`config.mk`:
```
export PLATFORM = sky130hd
export DESIGN_NAME = alarma_ctrl
export DESIGN_NICKNAME = d
export VERILOG_FILES = /design/src/rtl/alarma_ctrl.sv
export SDC_FILE = /design/constraint.sdc
export NUM_CORES = 1
export LEC_CHECK = 0
export CAP_MARGIN = 20
export CORE_MARGIN = 8
export CORE_UTILIZATION = 36
export CTS_BUF_LIST = sky130_fd_sc_hd__clkbuf_16
export DETAILED_ROUTE_END_ITERATION = 8
export DONT_BUFFER_PORTS = 1
export PLACE_DENSITY = 0.52
export SLEW_MARGIN = 20
export SYNTH_ARGS = -nofsm -noshare
export SYNTH_HDL_FRONTEND = slang
export SYNTH_SLANG_ARGS = --single-unit
```
`constraint.sdc`:
```
create_clock -name clk -period 2 [get_ports clk]
set_input_delay 0.2 -clock clk [delete_from_list [all_inputs] [get_ports clk]]
set_output_delay 0.2 -clock clk [all_outputs]
set_load 0.02 [all_outputs]
```
`src/rtl/alarma_ctrl.sv`:
```
// rtl/alarma_ctrl.sv - thermal alarm FSM with heater/fan enables and latched alarms (option: ALARMA_EVENT_COUNT_EN)
module alarma_ctrl #(
    parameter int M  = 4,
    parameter int EW = 8
) (
    input  logic          clk,
    input  logic          arst_n,
    input  logic          es_bajo,
    input  logic          es_alto,
    input  logic          per_bajo,
    input  logic          per_alto,
    input  logic          ack,
    output logic [1:0]    estado,
    output logic          calefactor_on,
    output logic          ventilador_on,
    output logic          alarma_frio,
    output logic          alarma_calor,
    output logic          pendiente_ack,
    output logic [EW-1:0] n_ev_frio,
    output logic [EW-1:0] n_ev_calor
);

    localparam int CW = (M < 2) ? 1 : $clog2(M + 1);

    localparam logic [1:0] S_NORMAL   = 2'd0;
    localparam logic [1:0] S_FRIO     = 2'd1;
    localparam logic [1:0] S_CALOR    = 2'd2;
    localparam logic [1:0] S_RECUPERA = 2'd3;

    localparam logic [CW-1:0] REC_LAST = CW'(M - 1);
    localparam logic [CW-1:0] REC_ONE  = CW'(1);

    logic [1:0]    estado_q, estado_d;
    logic [CW-1:0] cont_rec_q, cont_rec_d;
    logic          calefactor_q, ventilador_q;
    logic          alarma_frio_q, alarma_frio_d;
    logic          alarma_calor_q, alarma_calor_d;
    logic          in_rango;
    logic          enter_frio, enter_calor;

    assign in_rango = !es_bajo && !es_alto;

    // Next-state and recovery counter; per_alto always outranks per_bajo
    always_comb begin
        estado_d   = estado_q;
        cont_rec_d = cont_rec_q;
        case (estado_q)
            S_NORMAL: begin
                if (per_alto)      estado_d = S_CALOR;
                else if (per_bajo) estado_d = S_FRIO;
            end
            S_FRIO: begin
                if (per_alto) begin
                    estado_d = S_CALOR;
                end else if (in_rango) begin
                    estado_d   = S_RECUPERA;
                    cont_rec_d = '0;
                end
            end
            S_CALOR: begin
                if (per_bajo && !per_alto) begin
                    estado_d = S_FRIO;
                end else if (in_rango) begin
                    estado_d   = S_RECUPERA;
                    cont_rec_d = '0;
                end
            end
            default: begin
                if (per_alto) begin
                    estado_d = S_CALOR;
                end else if (per_bajo) begin
                    estado_d = S_FRIO;
                end else if (!in_rango) begin
                    cont_rec_d = '0;
                end else if (cont_rec_q == REC_LAST) begin
                    estado_d   = S_NORMAL;
                    cont_rec_d = '0;
                end else begin
                    cont_rec_d = cont_rec_q + REC_ONE;
                end
            end
        endcase
    end

    assign enter_frio  = (estado_d == S_FRIO)  && (estado_q != S_FRIO);
    assign enter_calor = (estado_d == S_CALOR) && (estado_q != S_CALOR);

    // Alarm latches: entering the state sets (and wins over ack); ack clears only once the state is left
    always_comb begin
        alarma_frio_d  = alarma_frio_q;
        alarma_calor_d = alarma_calor_q;
        if (enter_frio)                        alarma_frio_d  = 1'b1;
        else if (ack && estado_d != S_FRIO)    alarma_frio_d  = 1'b0;
        if (enter_calor)                       alarma_calor_d = 1'b1;
        else if (ack && estado_d != S_CALOR)   alarma_calor_d = 1'b0;
    end

    // State, counter, actuator and alarm registers
    always_ff @(posedge clk or negedge arst_n) begin
        if (!arst_n) begin
            estado_q       <= S_NORMAL;
            cont_rec_q     <= '0;
            calefactor_q   <= 1'b0;
            ventilador_q   <= 1'b0;
            alarma_frio_q  <= 1'b0;
            alarma_calor_q <= 1'b0;
        end else begin
            estado_q       <= estado_d;
            cont_rec_q     <= cont_rec_d;
            calefactor_q   <= (estado_d == S_FRIO);
            ventilador_q   <= (estado_d == S_CALOR);
            alarma_frio_q  <= alarma_frio_d;
            alarma_calor_q <= alarma_calor_d;
        end
    end

`ifdef ALARMA_EVENT_COUNT_EN
    logic [EW-1:0] ev_frio_q, ev_calor_q;

    // Saturating entry counters, cleared only by reset
    always_ff @(posedge clk or negedge arst_n) begin
        if (!arst_n) begin
            ev_frio_q  <= '0;
            ev_calor_q <= '0;
        end else begin
            if (enter_frio && ev_frio_q != {EW{1'b1}})
                ev_frio_q <= ev_frio_q + {{(EW-1){1'b0}}, 1'b1};
            if (enter_calor && ev_calor_q != {EW{1'b1}})
                ev_calor_q <= ev_calor_q + {{(EW-1){1'b0}}, 1'b1};
        end
    end

    assign n_ev_frio  = ev_frio_q;
    assign n_ev_calor = ev_calor_q;
`else
    assign n_ev_frio  = '0;
    assign n_ev_calor = '0;
`endif

    assign estado        = estado_q;
    assign calefactor_on = calefactor_q;
    assign ventilador_on = ventilador_q;
    assign alarma_frio   = alarma_frio_q;
    assign alarma_calor  = alarma_calor_q;
    assign pendiente_ack = alarma_frio_q | alarma_calor_q;

endmodule
```
# == Yosys cells after proc, flatten, opt, wreduce, memory -nomap -nowiden ==
# Index checks and enable logic that the tools add are counted.
# totals
reg_bits,9
latchBits,0
mem_bits_rw,0
mem_bits_ro,0
input_bits,7
output_inout_bits,23
elab_cells,57
memories,0
# op_classes
n_addsub,1
multipliers,0
div_mod_pow,0
magnitude_cmp,0
eq_ne,13
n_shift,0
mux,22
bitwise,2
reduce_logical,13
# ops
cell,count
$mux W3,7
$mux W2,9
$pmux W3 S3,1
$ne A2 B2 Y1 const B,4
$logic_and A1 B1 Y1,6
$ne A2 B1 Y1 const B,3
$pmux W2 S3,1
$reduce_and A5 Y1,1
$eq A2 B1 Y1 const B,2
$eq A2 B2 Y1 const B,2
$mux W1,4
$reduce_bool A2 Y1,2
$add A3 B1 Y3 const B,1
$eq A3 B2 Y1 const B,1
$logic_not A1 Y1,3
$ne A3 B1 Y1 const B,1
$logic_not A2 Y1,1
$not A1 Y1,1
$or A1 B1 Y1,1

# == Longest topological paths before layout ==
# depth
depth_word,10
mapped_depth,7
mapped_depth_nobuf,7

# == Least setup slack after synthesis ==
# Ideal clock, no wire load.
# synth_timing
path_kind,reg-to-reg
start,"register estado_q[0], in the netlist estado[0]"
end,"register alarma_frio_q, in the netlist alarma_frio"
setup_time_ns,0.065
t_arrival_ns,1.676
required_time_ns,1.935
setup_slack_ns,0.259
path_stages_with_launch,7
n_path_buf,0
synth_period_minus_slack_ns,1.741
cell_sequence,dfrtp_1 ha_1 nand2b_1 a311o_1 o311ai_2 nor3b_1 o22a_1
# synth_via
elab_chain_cells,8
# synth_lines
element,line_no,source
"start, declared",33,"logic [1:0] estado_q, estado_d;"
"start signal, assigned",108,estado_q <= estado_d;
$mux W2,75,end else if (cont_rec_q == REC_LAST) begin
$mux W2,73,end else if (!in_rango) begin
$mux W2,71,end else if (per_bajo) begin
$mux W2,69,if (per_alto) begin
$pmux W2 S3 (*),47,case (estado_q)
via estado_d[0],33,
$eq A2 B1 Y1 / $ne A2 B1 Y1 (equally long branches),"85, 93",
"$logic_and A1 B1 Y1, on equally long branches","85, 93",
$mux W1 / $reduce_bool A2 Y1 (equally long branches),n/a,
"end signal, assigned",112,alarma_frio_q <= alarma_frio_d;
"end, declared",36,"logic alarma_frio_q, alarma_frio_d;"
# Mark *: on every way through the listed nets, which the timed path passes. The rest lies on a longest branch.
# A chain may end at the register's enable or synchronous reset.

# == Worst setup path in the final report ==
# layout_timing
start,"register estado_q[1], in the netlist estado[1]"
end,"register alarma_calor_q, in the netlist alarma_calor"
# layout_via
elab_chain_cells,8
# layout_lines
element,line_no,source
$mux W2,75,
$mux W2,73,
$mux W2,71,
$mux W2,69,
$pmux W2 S3 (*),47,
via estado_d[1],33,
$eq A2 B2 Y1 / $ne A2 B2 Y1 (equally long branches),"86, 95",
"$logic_and A1 B1 Y1, on equally long branches","86, 95",
$mux W1 / $reduce_bool A2 Y1 (equally long branches),n/a,
"end signal, assigned",113,alarma_calor_q <= alarma_calor_d;
"end, declared",37,"logic alarma_calor_q, alarma_calor_d;"
# Marks and branches as above.

==> qor.csv <==
stage,metric,value,unit
clock_tree,clock slew at reported path FFs,40,ps
setup_path,CP Capture Type,register,
route,Starting DRT DRC Count,3,
clock_tree,CTS Sinks,9,
worst_hold_path,min-delay worst type,in2reg,
pwr,Lkg Pwr,0.377,nW
yosys,xor and xnor area share after synthesis,0,
timing,Tcrit/Tclk final,0.894,
yosys,"flops & latches, synth",9,
yosys,main combinational cell family by area after synthesis,buffers and inverters,
global_route,initial antenna violation count,0,
die,die height,60.0,µm
placement,dpl ws,239,ps
timing,hold slack,186,ps
cells_and_area,layout cell share with drive strength beyond 1,0.154,
route,Vias,484,
yosys,Synth Area in Adders,0.0896,
setup_path,"Data required, critical path",2170,ps
route,routed wire length,1.31,mm
yosys,cell taking the most area after synthesis,dfrtp_1,
clock_tree,clk root buf,clkbuf_16,
outcome,status,"complete, no violations",
setup_path,critical path startpoint category,register,
yosys,Post-Syn Instances,72,
yosys,complex-gate fraction of the synthesized area,0.181,
clock_tree,cts bufs inserted,3,
cells_and_area,nets,91,
die,Initial Util,0.367,
route,"antenna viol nets, final",0,
pwr,Power Dens Cells,1600,mW/mm²
setup_path,Crit path arrival time,1960,ps
clock_tree,cts repair resizes,0,
global_route,vias in the first global route,503,
clock_tree,H-tree levels,1,
cells_and_area,"leading cell type in the layout, fill and taps excluded",conb_1,
timing,post-route setup TNS,0,ps
die,Placement Rows,16,
yosys,Syn. warnings,0,
timing,RSZ-0062 raised after global routing,no,
clock_tree,CTS tree,built,
timing,final hold viol count,0,
yosys,top post-synthesis cells by area,"dfrtp_1 (32%), buf_4 (17%), ha_1 (9.0%), nor2b_1 (3.6%), mux2_2 (3.2%)",
global_route,first-pass GRT wire length,2.12,mm
timing,setup skew after layout,0.396,ps
timing,Final min period,1790,ps
yosys,Yosys top cell area share,0.323,
route,Via-to-Cell Ratio,4.61,
clock_tree,number of hold buffers added after CTS,1,
global_route,largest net degree at the start of global routing,10,
cells_and_area,n_diodes,0,
die,core area,0.00190,mm²
yosys,simple-gate portion of the synthesized area,0.170,
die,I/O pin cnt,30,
yosys,syn_area_per_cell,9.70,µm²
clock_tree,CTS max path bufs,2,
job,max-cap violations,0,
route,Wirelength per Cell,12.5,µm
clock_tree,Post-CTS Setup Repair Bufs,0,
timing,"Setup violations, final",0,
cells_and_area,"commonest cells after routing, fill and taps aside","conb_1 (16), dfrtp_1 (9), inv_1 (6)",
cells_and_area,fin util,0.406,
setup_path,"Max FO, Critical Path",5,
timing,"Slew Viols, Final",0,
route,Pre-antenna DRT Iters,4,
timing,max frequency,0.560,GHz
yosys,Netlist cell types,29,
global_route,GRT Overall Usage,0.0788,
setup_path,critical path class,reg2reg,
placement,dpl hpwl,1.10,mm
timing,Final Worst Setup Slack,213,ps
pwr,Peak supply drop,0.000992,V
yosys,register area share after synthesis,0.323,
cells_and_area,area delta synth->final,10.6,%
yosys,Post-Syn Area,698,µm²
die,die area,0.00360,mm²
route,drt drc,0,
global_route,total congestion overflow,0,
yosys,multiplexer share of the synthesized area,0.0323,
placement,I/O Buffers,0,
clock_tree,clk_lat worst skew,230,ps
die,Die Wd,60.0,µm
pwr,Pwr Total,1.24,mW
placement,RePlAce Congestion,0.726,
stage by stage:
| step | area, µm² | std cells |
|---|---|---|
| floorplan | 754 | 87 |
| global placement | 683 | 100 |
| detailed placement | 683 | 100 |
| CTS | 772 | 105 |
| global route | 772 | 105 |
| finish | 772 | 105 |
registers in the layout, summed over array words and instances (netlist names):
| name | cells |
|---|---|
| calefactor_on | 1 |
| estado | 2 |
| alarma_calor | 1 |
| alarma_frio | 1 |
| cont_rec_q | 3 |
| ventilador_on | 1 |
worst max-delay path, stage by stage, from the launching register on:
cell and delay [ps]:
dfrtp_1 400, inv_1 90, ha_1 250, a211oi_1 110
o32ai_2 390, nor3b_1 300, o22a_1 180
per-layer routing:
layer | global-route usage | wire length (µm)
met5 | 0 | 0
met1 | 0.0830 | 534
met2 | 0.118 | 547
met4 | 0.0510 | 27
met3 | 0.0430 | 202
cell families (layout without fill, tap and decap cells):
logic type,after synthesis,in the layout
AOI/OAI and AO/OA,15,15
adders and majority gates,5,5
buffers and inverters,21,12
DFF,9,9
muxes,2,2
other,1,16
and+or+nand+nor,19,19
path summary, 6_finish.rpt:
kind / from / to / slack [ps] / cells past startpoint
setup / recovery: estado[1]$_DFF_PN0_ / alarma_calor$_DFFE_PN0P_ / 210 / 6
hold / removal: ack / alarma_frio$_DFFE_PN0P_ / 190 / 2
setup reg to reg: estado[1]$_DFF_PN0_ / alarma_calor$_DFFE_PN0P_ / 210 / 6
hold reg to reg: cont_rec_q[2]$_DFFE_PN0P_ / cont_rec_q[2]$_DFFE_PN0P_ / 510 / 1
max in group asynchronous: arst_n / cont_rec_q[0]$_DFFE_PN0P_ / 1390 / 1
min in group asynchronous: arst_n / ventilador_on$_DFF_PN0_ / 330 / 1
layout make-up:
cell class | count | area (µm²)
timing repair buffer | 3 | 25.0
inverter | 5 | 18.8
sequential | 9 | 225
tap | 27 | 33.8
fill | 206 | 1130
clock inverter | 1 | 3.75
clock buffer | 3 | 75.1
multi-input combinational | 57 | 390
where the power goes:
part	total [mW]	switching [mW]	internal (mW)
registers	0.334	0.0849	0.249
clock network	0.339	0.0791	0.260
logic	0.565	0.332	0.233
synth_stat cells:
master,number
o32ai_2,1
and4_2,1
nor4b_1,2
o31a_1,1
nor2_1,3
o21ai_0,2
o211ai_1,1
nand2_1,1
a21oi_1,2
inv_1,5
nor2_2,1
nor4_1,1
a211oi_1,1
o22a_1,2
o311ai_2,1
a211o_1,1
buf_4,16
nand3_1,1
or2_2,1
nor2b_1,4
mux2_2,2
nor3b_1,2
conb_1,1
ha_1,5
nand2b_1,2
o22ai_1,1
dfrtp_1,9
a21o_1,1
a311o_1,1
Note: power is estimated with default switching activity, not from simulation.
